===== config.mk =====
export PLATFORM = sky130hd
export DESIGN_NAME = prom_port_arbiter
export DESIGN_NICKNAME = d
export VERILOG_FILES = /design/src/rtl/prom_arb_pkg.sv /design/src/rtl/rr_arb2.sv /design/src/rtl/prom_port_arbiter.sv
export SDC_FILE = /design/constraint.sdc
export NUM_CORES = 1
export LEC_CHECK = 0
export CORE_UTILIZATION = 43
export DETAILED_ROUTE_END_ITERATION = 10
export GPL_TIMING_DRIVEN = 1
export PLACE_DENSITY = 0.86
export SYNTH_ARGS = -nofsm -noshare
export SYNTH_HDL_FRONTEND = slang
export SYNTH_SLANG_ARGS = --single-unit

===== constraint.sdc =====
create_clock -name clk -period 3.35 [get_ports clk]
set_clock_uncertainty 0.1 [all_clocks]
set_input_delay 0.335 -clock clk [delete_from_list [all_inputs] [get_ports clk]]
set_output_delay 0.335 -clock clk [all_outputs]
set_load 0.02 [all_outputs]

===== src/rtl/prom_arb_pkg.sv =====
`default_nettype none
// ============================================================================
// Module      : prom_arb_pkg
// Description : Shared widths, requester-id type and tag-pipeline stage
//               record for the pattern-PROM port-A arbiter.
// Revision    : 1.0 - initial release
// ============================================================================
package prom_arb_pkg;

    // Address and data widths of the 128x36 pattern PROM
    localparam int AW = 7;
    localparam int DW = 36;

    // Number of tag stages between accept and the read response
    localparam int PIPE_DEPTH = 3;

    // Requester identifier: 0 = pattern sequencer, 1 = host/config loader
    typedef logic req_id_t;

    localparam req_id_t REQ_SEQ  = 1'b0;
    localparam req_id_t REQ_HOST = 1'b1;

    // One stage of the in-flight request tracker
    typedef struct packed {
        logic    vld;   // an accept happened in the originating cycle
        req_id_t id;    // which requester it belongs to
        logic    rd;    // 1 = read (expects a response), 0 = write
    } tag_t;

endpackage : prom_arb_pkg
`default_nettype wire


===== src/rtl/rr_arb2.sv =====
`default_nettype none
// ============================================================================
// Module      : rr_arb2
// Description : Two-way round-robin arbiter. A lone request is always
//               granted; on contention the pointer's requester wins, and
//               after every grant the pointer moves to the other requester.
// Revision    : 1.0 - initial release
// ============================================================================
module rr_arb2
    import prom_arb_pkg::*;
(
    input  logic       clk,
    input  logic       rst,
    input  logic [1:0] valid_i,
    output logic [1:0] grant_o
);

    // Pointer names the requester favoured on the next contended cycle
    req_id_t ptr_q;
    req_id_t ptr_d;
    logic [1:0] grant_w;

    // Grant decode; nothing is granted while reset is held
    always_comb begin
        grant_w = 2'b00;
        unique case (valid_i)
            2'b01:   grant_w = 2'b01;
            2'b10:   grant_w = 2'b10;
            2'b11:   grant_w = (ptr_q == REQ_HOST) ? 2'b10 : 2'b01;
            default: grant_w = 2'b00;
        endcase
        if (rst) begin
            grant_w = 2'b00;
        end
    end

    assign grant_o = grant_w;

    // Next pointer: hand priority to whichever requester just lost out
    always_comb begin
        ptr_d = ptr_q;
        if (grant_w[0]) begin
            ptr_d = REQ_HOST;
        end else if (grant_w[1]) begin
            ptr_d = REQ_SEQ;
        end
    end

    // Pointer register, reset to favour the pattern sequencer
    always_ff @(posedge clk) begin
        if (rst) begin
            ptr_q <= REQ_SEQ;
        end else begin
            ptr_q <= ptr_d;
        end
    end

endmodule : rr_arb2
`default_nettype wire


===== src/rtl/prom_port_arbiter.sv =====
`default_nettype none
// ============================================================================
// Module      : prom_port_arbiter
// Description : Shares port A of the 128x36 pattern PROM between the
//               pattern sequencer (r0) and the host/config loader (r1).
//               Valid/ready request handshake, round-robin grant, one
//               accept per cycle, in-order read responses with a fixed
//               latency of three cycles.
// Revision    : 1.0 - initial release
// ============================================================================
module prom_port_arbiter
    import prom_arb_pkg::*;
(
    input  logic          clk,
    input  logic          rst,
    // requester 0 : pattern sequencer
    input  logic          r0_valid,
    output logic          r0_ready,
    input  logic          r0_we,
    input  logic [AW-1:0] r0_addr,
    input  logic [DW-1:0] r0_wdata,
    output logic          r0_rvalid,
    output logic [DW-1:0] r0_rdata,
    // requester 1 : host/config loader
    input  logic          r1_valid,
    output logic          r1_ready,
    input  logic          r1_we,
    input  logic [AW-1:0] r1_addr,
    input  logic [DW-1:0] r1_wdata,
    output logic          r1_rvalid,
    output logic [DW-1:0] r1_rdata,
    // PROM port A
    output logic [AW-1:0] ram_addr,
    output logic          ram_we,
    output logic [DW-1:0] ram_din,
    input  logic [DW-1:0] ram_dout
);

    logic [1:0]    grant_w;
    logic          accept_w;
    req_id_t       sel_w;
    logic          req_we_w;
    logic [AW-1:0] req_addr_w;
    logic [DW-1:0] req_wdata_w;

    logic [AW-1:0] ram_addr_q, ram_addr_d;
    logic          ram_we_q,   ram_we_d;
    logic [DW-1:0] ram_din_q,  ram_din_d;

    // tag_q[0] is visible in T+1, tag_q[1] in T+2 (RAM data valid),
    // tag_q[2] in T+3 (response presented to the requester)
    tag_t tag_q [PIPE_DEPTH];
    tag_t tag_d;

    logic [DW-1:0] rdata_q [2];

    rr_arb2 u_rr_arb2 (
        .clk     (clk),
        .rst     (rst),
        .valid_i ({r1_valid, r0_valid}),
        .grant_o (grant_w)
    );

    assign r0_ready = grant_w[0];
    assign r1_ready = grant_w[1];

    // Select the granted requester's fields for the RAM command
    always_comb begin
        accept_w    = |grant_w;
        sel_w       = grant_w[1] ? REQ_HOST : REQ_SEQ;
        req_we_w    = grant_w[1] ? r1_we    : r0_we;
        req_addr_w  = grant_w[1] ? r1_addr  : r0_addr;
        req_wdata_w = grant_w[1] ? r1_wdata : r0_wdata;
    end

    // Next RAM command: address/data hold when idle, write strobe drops
    always_comb begin
        ram_addr_d = ram_addr_q;
        ram_din_d  = ram_din_q;
        ram_we_d   = 1'b0;
        tag_d      = '0;
        if (accept_w) begin
            ram_addr_d = req_addr_w;
            ram_din_d  = req_wdata_w;
            ram_we_d   = req_we_w;
            tag_d.vld  = 1'b1;
            tag_d.id   = sel_w;
            tag_d.rd   = ~req_we_w;
        end
    end

    // RAM command registers; a write already on the port when reset
    // arrives is still sampled by the RAM on that same edge
    always_ff @(posedge clk) begin
        if (rst) begin
            ram_addr_q <= '0;
            ram_we_q   <= 1'b0;
            ram_din_q  <= '0;
        end else begin
            ram_addr_q <= ram_addr_d;
            ram_we_q   <= ram_we_d;
            ram_din_q  <= ram_din_d;
        end
    end

    assign ram_addr = ram_addr_q;
    assign ram_we   = ram_we_q;
    assign ram_din  = ram_din_q;

    // Tag shift register; reset drops every outstanding response
    always_ff @(posedge clk) begin
        if (rst) begin
            for (int s = 0; s < PIPE_DEPTH; s++) begin
                tag_q[s] <= '0;
            end
        end else begin
            tag_q[0] <= tag_d;
            for (int s = 1; s < PIPE_DEPTH; s++) begin
                tag_q[s] <= tag_q[s-1];
            end
        end
    end

    generate
        for (genvar gi = 0; gi < 2; gi++) begin : g_resp
            logic          load_w;
            logic [DW-1:0] rdata_d;

            // Capture RAM output when the read in stage 1 belongs to us
            always_comb begin
                load_w  = tag_q[1].vld && tag_q[1].rd &&
                          (tag_q[1].id == req_id_t'(gi));
                rdata_d = load_w ? ram_dout : rdata_q[gi];
            end

            // Per-requester read data register, holds between responses
            always_ff @(posedge clk) begin
                if (rst) begin
                    rdata_q[gi] <= '0;
                end else begin
                    rdata_q[gi] <= rdata_d;
                end
            end
        end
    endgenerate

    assign r0_rdata  = rdata_q[0];
    assign r1_rdata  = rdata_q[1];
    assign r0_rvalid = tag_q[2].vld && tag_q[2].rd && (tag_q[2].id == REQ_SEQ);
    assign r1_rvalid = tag_q[2].vld && tag_q[2].rd && (tag_q[2].id == REQ_HOST);

endmodule : prom_port_arbiter
`default_nettype wire


### Yosys cells after proc, flatten, opt, wreduce, memory -nomap -nowiden

Memories as Yosys holds them, arrays and structs flattened.
Index checks and enable logic that the tools add are counted.

| word-level totals | value |
|---|---|
| register bits after elaboration | 45 |
| bits in latches | 0 |
| bits in writable memories | 81 |
| memory bits (read-only) | 0 |
| bits of input ports | 128 |
| output and inout port bits | 120 |
| logic and storage cells | 47 |
| memories kept | 2 |

| cells by class | value |
|---|---|
| add/sub/neg operators | 0 |
| $mul | 0 |
| divide/modulo/power cells | 0 |
| magnitude comparators | 0 |
| equality and inequality tests | 3 |
| shifts and indexed selects | 0 |
| muxes and demuxes | 20 |
| bitwise logic cells | 9 |
| reductions and logical operators | 9 |

Memory list:

| name | depth | bits a word | read ports | clocked after Yosys merged registers in | wr ports | line | RTL |
|---|---|---|---|---|---|---|---|
| rdata_q | 2 | 36 | 2 | 0 | 2 | prom_port_arbiter.sv:55 | `logic [DW-1:0] rdata_q [2];` |
| tag_q | 3 | 3 | 3 | 0 | 3 | prom_port_arbiter.sv:52 | `tag_t tag_q [PIPE_DEPTH];` |

Operator list:

| cell | number |
|---|---|
| $mux W36 | 5 |
| $mux W3 | 4 |
| $mux W1 | 7 |
| $mux W7 | 1 |
| $logic_and A1 B1 Y1 | 6 |
| $pmux W2 S3 | 1 |
| $or A1 B1 Y1 | 5 |
| $eq A2 B2 Y1 const B | 2 |
| $mux W2 | 2 |
| $not A1 Y1 | 4 |
| $reduce_or A2 Y1 | 2 |
| $eq A2 B1 Y1 const B | 1 |
| $reduce_bool A2 Y1 | 1 |

### Longest topological paths before layout

Gate-level depths: netlist (run 1).

| depth | value |
|---|---|
| depth in word-level cells | 7 |
| gate-level depth with buffers | 6 |
| mapped depth without buffers | 3 |

### By module

Synthesis (run 1) repeated with hierarchy kept, for this count alone.

| second synthesis, totals | value |
|---|---|
| cells, all modules | 503 |
| area, all modules | 5464.0 µm² |

By module, submodules not included:

| module | times used | cells each | area an instance (µm²) | seq. area each (µm²) |
|---|---|---|---|---|
| prom_port_arbiter | 1 | 495 | 5395.2 | 2502.4 |
| rr_arb2 | 1 | 8 | 68.8 | 20.0 |

### Worst setup path after synthesis (run 1)

No wires, ideal clock.

| timing path | value |
|---|---|
| path kind | input to output |
| from | input port rst |
| to | output port r0_ready |
| arrival time | 1416 ps |
| required time | 2915 ps |
| slack | 1499 ps |
| stages | 4 |
| path buffers | 3 |
| path through | buf_2 clkbuf_1 clkbuf_1 a211oi_1 |

| between the ends | value |
|---|---|
| longest elaborated chain between the ends | 1 |

RTL lines:

| what | line | RTL |
|---|---|---|
| start: declaration | prom_port_arbiter.sv:15 | `input logic rst,` |
| $mux W2 | rr_arb2.sv:32 | `if (rst) begin` |
| end: declaration | prom_port_arbiter.sv:18 | `output logic r0_ready,` |

No other way between the ends.

### Final worst setup path (run 1)

| timing path | value |
|---|---|
| from | input port r1_valid |
| to | output port r1_ready |

| between the ends | value |
|---|---|
| longest elaborated chain between the ends | 3 |
| elaborated cells between the ends (all ways) | 5 |
| those cells by class | 3 x eq/ne; 2 x mux |

RTL lines:

| what | line | RTL |
|---|---|---|
| start: declaration | prom_port_arbiter.sv:25 | `input logic r1_valid,` |
| $eq A2 B2 Y1 or $eq A2 B1 Y1 (tied branches) | rr_arb2.sv:26 | `unique case (valid_i)` |
| $pmux W2 S3 * | rr_arb2.sv:26 |  |
| $mux W2 * | rr_arb2.sv:32 |  |
| end: declaration | prom_port_arbiter.sv:26 | `output logic r1_ready,` |

Mark *: on every way between the ends. The rest lies on a longest branch, timed or not.

==> results of run 1 <==
placed cells by master, fill, tap and decap left out, drive strengths merged, types with 3 or more instances in the layout:
cell type	count
a2111oi	43
a21oi	73
a221o	43
and3	3
buf	12
clkbuf	20
clkdlybuf4s50	246
clkinvlp	7
dfxtp	126
inv	46
nand2	145
nor2	3
nor2b	7
how the worst max path moves through the flow:
stage | from | endpoint | cells after the start
floorplan | rst | r0_ready | 4
global placement | r1_valid | r1_ready | 5
detailed placement | r1_valid | r1_ready | 5
CTS | r1_valid | r1_ready | 5
global route | u_rr_arb2.ptr_q$_SDFFE_PP0P_ | r1_ready | 3
finish | r1_valid | r1_ready | 5
layer usage:
layer	vias up	GRT usage	routed length, microns
met4	0	0.1037	391
met1	2392	0.2794	5700
met2	259	0.4505	7835
met5	-	0	0
met3	33	0.08414	1342
li1	2378	-	-
critical path, cell delays in order:
cell and delay, ns:
clkdlybuf4s50_1 0.49, buf_4 0.22, nor2b_1 0.29, and2_4 0.19, clkdlybuf4s50_1 0.62
area by class of cell:
type | count | area share
Timing Repair Buffer | 258 | 0.3232
Multi-Input combinational cell | 329 | 0.2395
Clock buffer | 20 | 0.05767
Tap cell | 140 | 0.02218
Inverter | 44 | 0.02091
Sequential cell | 126 | 0.3194
Clock inverter | 12 | 0.01711
power groups by stage:
stage	logic, mW	clock network, mW	registers (mW)
after floorplan	0.134	0	1.67
after global placement	0.459	0	1.62
after detailed placement	0.469	0	1.62
after CTS	0.471	1.82	1.59
after global routing	0.498	1.89	1.59
final	0.472	1.79	1.59
logic make-up (layout without fill, tap and decap cells):
family	Yosys count	after routing
AND/OR/NAND/NOR	167	167
AO/OA/AOI/OAI	162	162
flip-flops	126	126
buffers and inverters	95	334
sequential cells by signal (all words and copies together), names as in the netlist:
signal           count
rdata_q             72
ram_din             36
tag_q                9
ram_addr             7
ram_we               1
u_rr_arb2.ptr_q      1
stage by stage:
step / power (mW) / hold slack (ns) / util / std cells / worst slack, ns
2_1_floorplan: 1.801 / 0.3138 / - / 550 / 1.499
4_1_cts: 3.878 / 0.2573 / 0.7254 / 929 / 0.7848
3_3_place_gp: 2.075 / 0.3208 / 0.6711 / 897 / 0.8615
5_1_grt: 3.982 / 0.2877 / 0.7254 / 929 / 0.6912
6_report: 3.850 / 0.2862 / 0.7254 / 929 / 0.7619
3_5_place_dp: 2.086 / 0.3246 / 0.6711 / 897 / 0.7890
==> metrics, run 1 <==
main combinational cell family by area after synthesis compound AO/OA/AOI/OAI gates; Synth Register Bits 126; Setup TNS 0 ns; multiplexer share of the synthesized area 0; period utilization 0.7726; DP Area 7307 sq um; Commonest cells post-synth nand2_1 (145), dfxtp_1 (126), a21oi_1 (73); chip width 107.9 microns; cts bufs inserted 17; Core ar. 10890 sq um; Post-Synthesis Cells 550; Critical Path AT 2.15 ns; post-route DRC violation count 0; # IOs 248; Slew HR 0.4433; routed vias/inst 5.449; post-synthesis compound-gate area fraction 0.2479; initial antenna violation count 0; Die ar. 11640 sq um; VDD IR-drop max 0.2354 mV; unrepaired setup endpoints after global routing false; number of H-tree levels 4; Crit. End Element output port; Clock Power Share 0.465; area of the multi-input gates 1892 sq um; GRT Total Usage 0.2552; Final ANT Viol Nets 0; Skew-Pair Late Insertion Delay 0.51 ns; antenna cells 0; combinational share of power 0.123; FF-to-FF End ram_din[34]$_SDFFE_PP0P_; layout cells sized above 1 0.06084; WL/cell 16.44 microns; Yosys cell types 26; final worst path period need 2.588 ns; root buf cell clkbuf_8; most common cell in the netlist nand2_1; Reg power frac 0.412; Layout Cell Area excl Fill 7898 sq um; GPL Wtd Cong 0.8170; first-pass GRT wire length 22.86 mm; CTS tree built; largest net degree at the start of global routing 72; switching fraction of total power 0.2373; Post-Route WL 15.27 mm; Synth top area share 0.5234; Synth area leaders dfxtp_1 (52%), nand2_1 (11%), a221o_1 (8.9%); DR pass1 iterations 5; Via Count 5062; hold depth 2; critical path required time 2.91 ns; Slew Limit Fails 0; net count after synthesis 678; R2R cell count 3; sequential fraction of the synthesis area 0.5234; post-synthesis simple-gate area fraction 0.1433; P_sw 0.9136 mW; Max Freq 0.3864 GHz; row count 38; Post-CTS Setup Inserts 0; DP HPWL 10.77 mm; Synth Area in Adders 0; gr ovfl total 0; Post-Syn Area per Cell 8.763 sq um; register area 2522 sq um; Worst-path clk slew 0.06 ns; fill count 791; Max-Cap Viols 0; share of flip-flops with an asynchronous set or reset 0; Synth Warn # 0; setup slack, reg-to-reg 1.48 ns; RR Startpoint u_rr_arb2.ptr_q$_SDFFE_PP0P_; Critical Path Start Type input pin; synthesized area 4820 sq um; P&R area growth vs syn 63.86%; PwrDens 487.5 nW/um^2; EDFF count, synth 0; hold wc startpoint rst; # port buffers 247; Hold Path End rdata_q[1][33]$_SDFFE_PP0P_; Least-Margin Pin Slew 0.8140 ns; critical path class in -> out; Pleak 2.881 nW; CTS resizes 0; Most used DFF post-synth dfxtp_1; final hold viol count 0; number of global-route vias before repair 4763; Hold Crit Class in -> reg; Clock Path Buffers 2; XOR/XNOR share of the synthesized area 0; CTS sink cnt 126; Die Height 107.9 microns; Final nets 904; Critical Path Fanout Max 15; Initial DRC Count 350; status complete, no violations; Synth area leader dfxtp_1; hold_buf cts 0; starting density of the core 0.4427; Setup Viol. Count Final 0; cell internal pwr 2.936 mW
(Power assumes the default switching activity.)
==> run 2: changes to the inputs <==
CORE_UTILIZATION = 40   (was 43)
PLACE_DENSITY = 0.81   (was 0.86)
clock period = 2.47 ns   (was 3.35 ns; I/O delays follow)
==> metrics, run 2 (synthesis results as in run 1) <==
Slew Limit Fails 0 (unchanged); post-route DRC violation count 19 (was 0); antenna cells 0 (unchanged); Critical Path Fanout Max 4 (was 15); Critical Path Start Type input pin (unchanged); Layout Cell Area excl Fill 8020 sq um (was 7898 sq um); Clock Path Buffers 2 (unchanged); worst-path cell chain clkdlybuf4s50_1, inv_2, a211oi_1, clkdlybuf4s50_1 (was clkdlybuf4s50_1, buf_4, nor2b_1, and2_4, clkdlybuf4s50_1); Setup Viol. Count Final 0 (unchanged); Final nets 909 (was 904); GPL Wtd Cong 0.8141 (was 0.8170); DR pass1 iterations 8 (was 5); initial antenna violation count 0 (unchanged); area of the multi-input gates 1892 sq um (unchanged); most frequent CP cell clkdlybuf4s50_1 (unchanged); RR Startpoint u_rr_arb2.ptr_q$_SDFFE_PP0P_ (unchanged); Post-Route WL 15.57 mm (was 15.27 mm); dpl ws 0.1448 ns (was 0.7890 ns); final worst path period need 2.291 ns; CTS tree built (unchanged); setup slack, reg-to-reg 0.92 ns (was 1.48 ns); Max-Cap Viols 0 (unchanged); unrepaired setup endpoints after global routing false (unchanged); most flop-heavy register rdata_q (unchanged); first-pass GRT wire length 24.74 mm (was 22.86 mm); critical path class in -> out (unchanged); Final ANT Viol Nets 0 (unchanged); DP HPWL 10.72 mm (was 10.77 mm); Worst path max stage delay 0.68 ns (was 0.62 ns); chip width 111.8 microns (was 107.9 microns); Max Freq 0.4364 GHz; row count 39 (was 38); # IOs 248 (unchanged); Critical Path AT 1.94 ns (was 2.15 ns); Setup TNS 0 ns (unchanged); number of global-route vias before repair 4990 (was 4763); status finished with violations (was complete, no violations); Worst-path clk slew 0.06 ns (about the same); DP Area 7341 sq um (was 7307 sq um); GRT Total Usage 0.2502 (was 0.2552); Least-Margin Pin Slew 0.7180 ns (was 0.8140 ns); PnR worst setup slack 0.1786 ns (was 0.7619 ns); Die Height 111.8 microns (was 107.9 microns); largest net degree at the start of global routing 73 (was 72); failing checks design-rule violations; crit path from r0_valid (was r1_valid); # port buffers 247 (unchanged); WL/cell 16.62 microns (was 16.44 microns); Initial DRC Count 582 (was 350); VDD IR-drop max 0.3988 mV (was 0.2354 mV); fill count 891 (was 791); Pleak 2.957 nW (was 2.881 nW); Skew-Pair Late Insertion Delay 0.41 ns (was 0.51 ns); period utilization 0.9277; most frequent cells in the layout clkdlybuf4s50_1 (246), nand2_1 (145), dfxtp_1 (126) (unchanged); max reg flops 72 (unchanged); Crit. End Element output port (unchanged); gr ovfl total 0 (unchanged); Via Count 5024 (was 5062); starting density of the core 0.4167 (was 0.4427); critical path required time 2.12 ns (was 2.91 ns); most common cell after layout, fill and taps aside clkdlybuf4s50_1 (unchanged); CP max stage cell clkdlybuf4s50_1 (unchanged); cts bufs inserted 17 (unchanged); number of H-tree levels 4 (unchanged); PwrDens 698.4 nW/um^2 (was 487.5 nW/um^2); root buf cell clkbuf_16 (was clkbuf_8); register area 2522 sq um (unchanged); Hold Crit Class in -> reg (unchanged); CTS sink cnt 126 (unchanged); Die ar. 12490 sq um (was 11640 sq um); final hold viol count 0 (unchanged); Placed Cells 904 (was 897); hold wc startpoint ram_dout[31] (was rst); layout cells sized above 1 0.06423 (was 0.06084); Slew HR 0.5214 (was 0.4433); routed vias/inst 5.362 (was 5.449); Finished Core Util 0.6935 (was 0.7254); P&R area growth vs syn 66.41% (was 63.86%); Layout Cells excl Fill 937 (was 929); Core ar. 11560 sq um (was 10890 sq um)
## run 2: path summary, 6_finish.rpt
kind / end / depth (start not counted)
setup reg to reg: ram_addr[1]$_SDFFE_PP0P_ / 4
hold reg to reg: tag_q[0][4]$_SDFF_PP0_ / 1
hold / removal: rdata_q[0][31]$_SDFFE_PP0P_ / 3
setup / recovery: r0_ready / 4
## run 2: power breakdown
part | switching [mW] | internal, mW | total (mW)
combinational | 0.286 | 0.364 | 0.650
clock | 0.905 | 1.90 | 2.80
sequential | 0.0448 | 2.11 | 2.15
total | 1.24 | 4.37 | 5.60
## run 2: timing repair
| action | CTS | global route |
|---|---|---|
| gates resized for setup | 0 | 0 |
| endpoints found under the hold margin | 1 | 0 |
| setup buffers | 0 | 0 |
| hold buffers | 1 | 0 |
## run 2: final cells by class
| class | count | area share |
|---|---|---|
| inverter | 44 | 0.02059 |
| clock inverter | 14 | 0.02995 |
| timing repair buffer | 263 | 0.3232 |
| sequential | 126 | 0.3145 |
| multi-input combinational | 329 | 0.2359 |
| tap | 143 | 0.02231 |
| clock buffer | 18 | 0.05351 |
## run 2: worst max-delay path, delay by kind of cell
kind / cells / cell delay [ns]
buf+inv: 3 / 1.40
compound gates: 1 / 0.30
## run 2: stage by stage
stage,power [mW],hold slack (ns)
finish,5.601,0.3234
global route,5.774,0.3306
CTS,5.628,0.3054
detailed placement,2.838,0.3274
global placement,2.824,0.3281
floorplan,2.443,0.2830
## run 2: layer usage
metal / track usage / part of all wire / vias to the layer above / wire (microns)
met3: 0.07022 / 0.095 / 31 / 1477
met5: 0 / 0 / - / 0
met4: 0.1171 / 0.023 / 0 / 354
li1: - / - / 2398 / -
met2: 0.4377 / 0.50 / 270 / 7774
met1: 0.2808 / 0.38 / 2325 / 5967
==> run 3: changes to the inputs <==
ABC_CLOCK_PERIOD_IN_PS = 2470   (was unset)
==> results of run 3 <==
The final DEF is identical to that of run 2; final timing and power are the same.
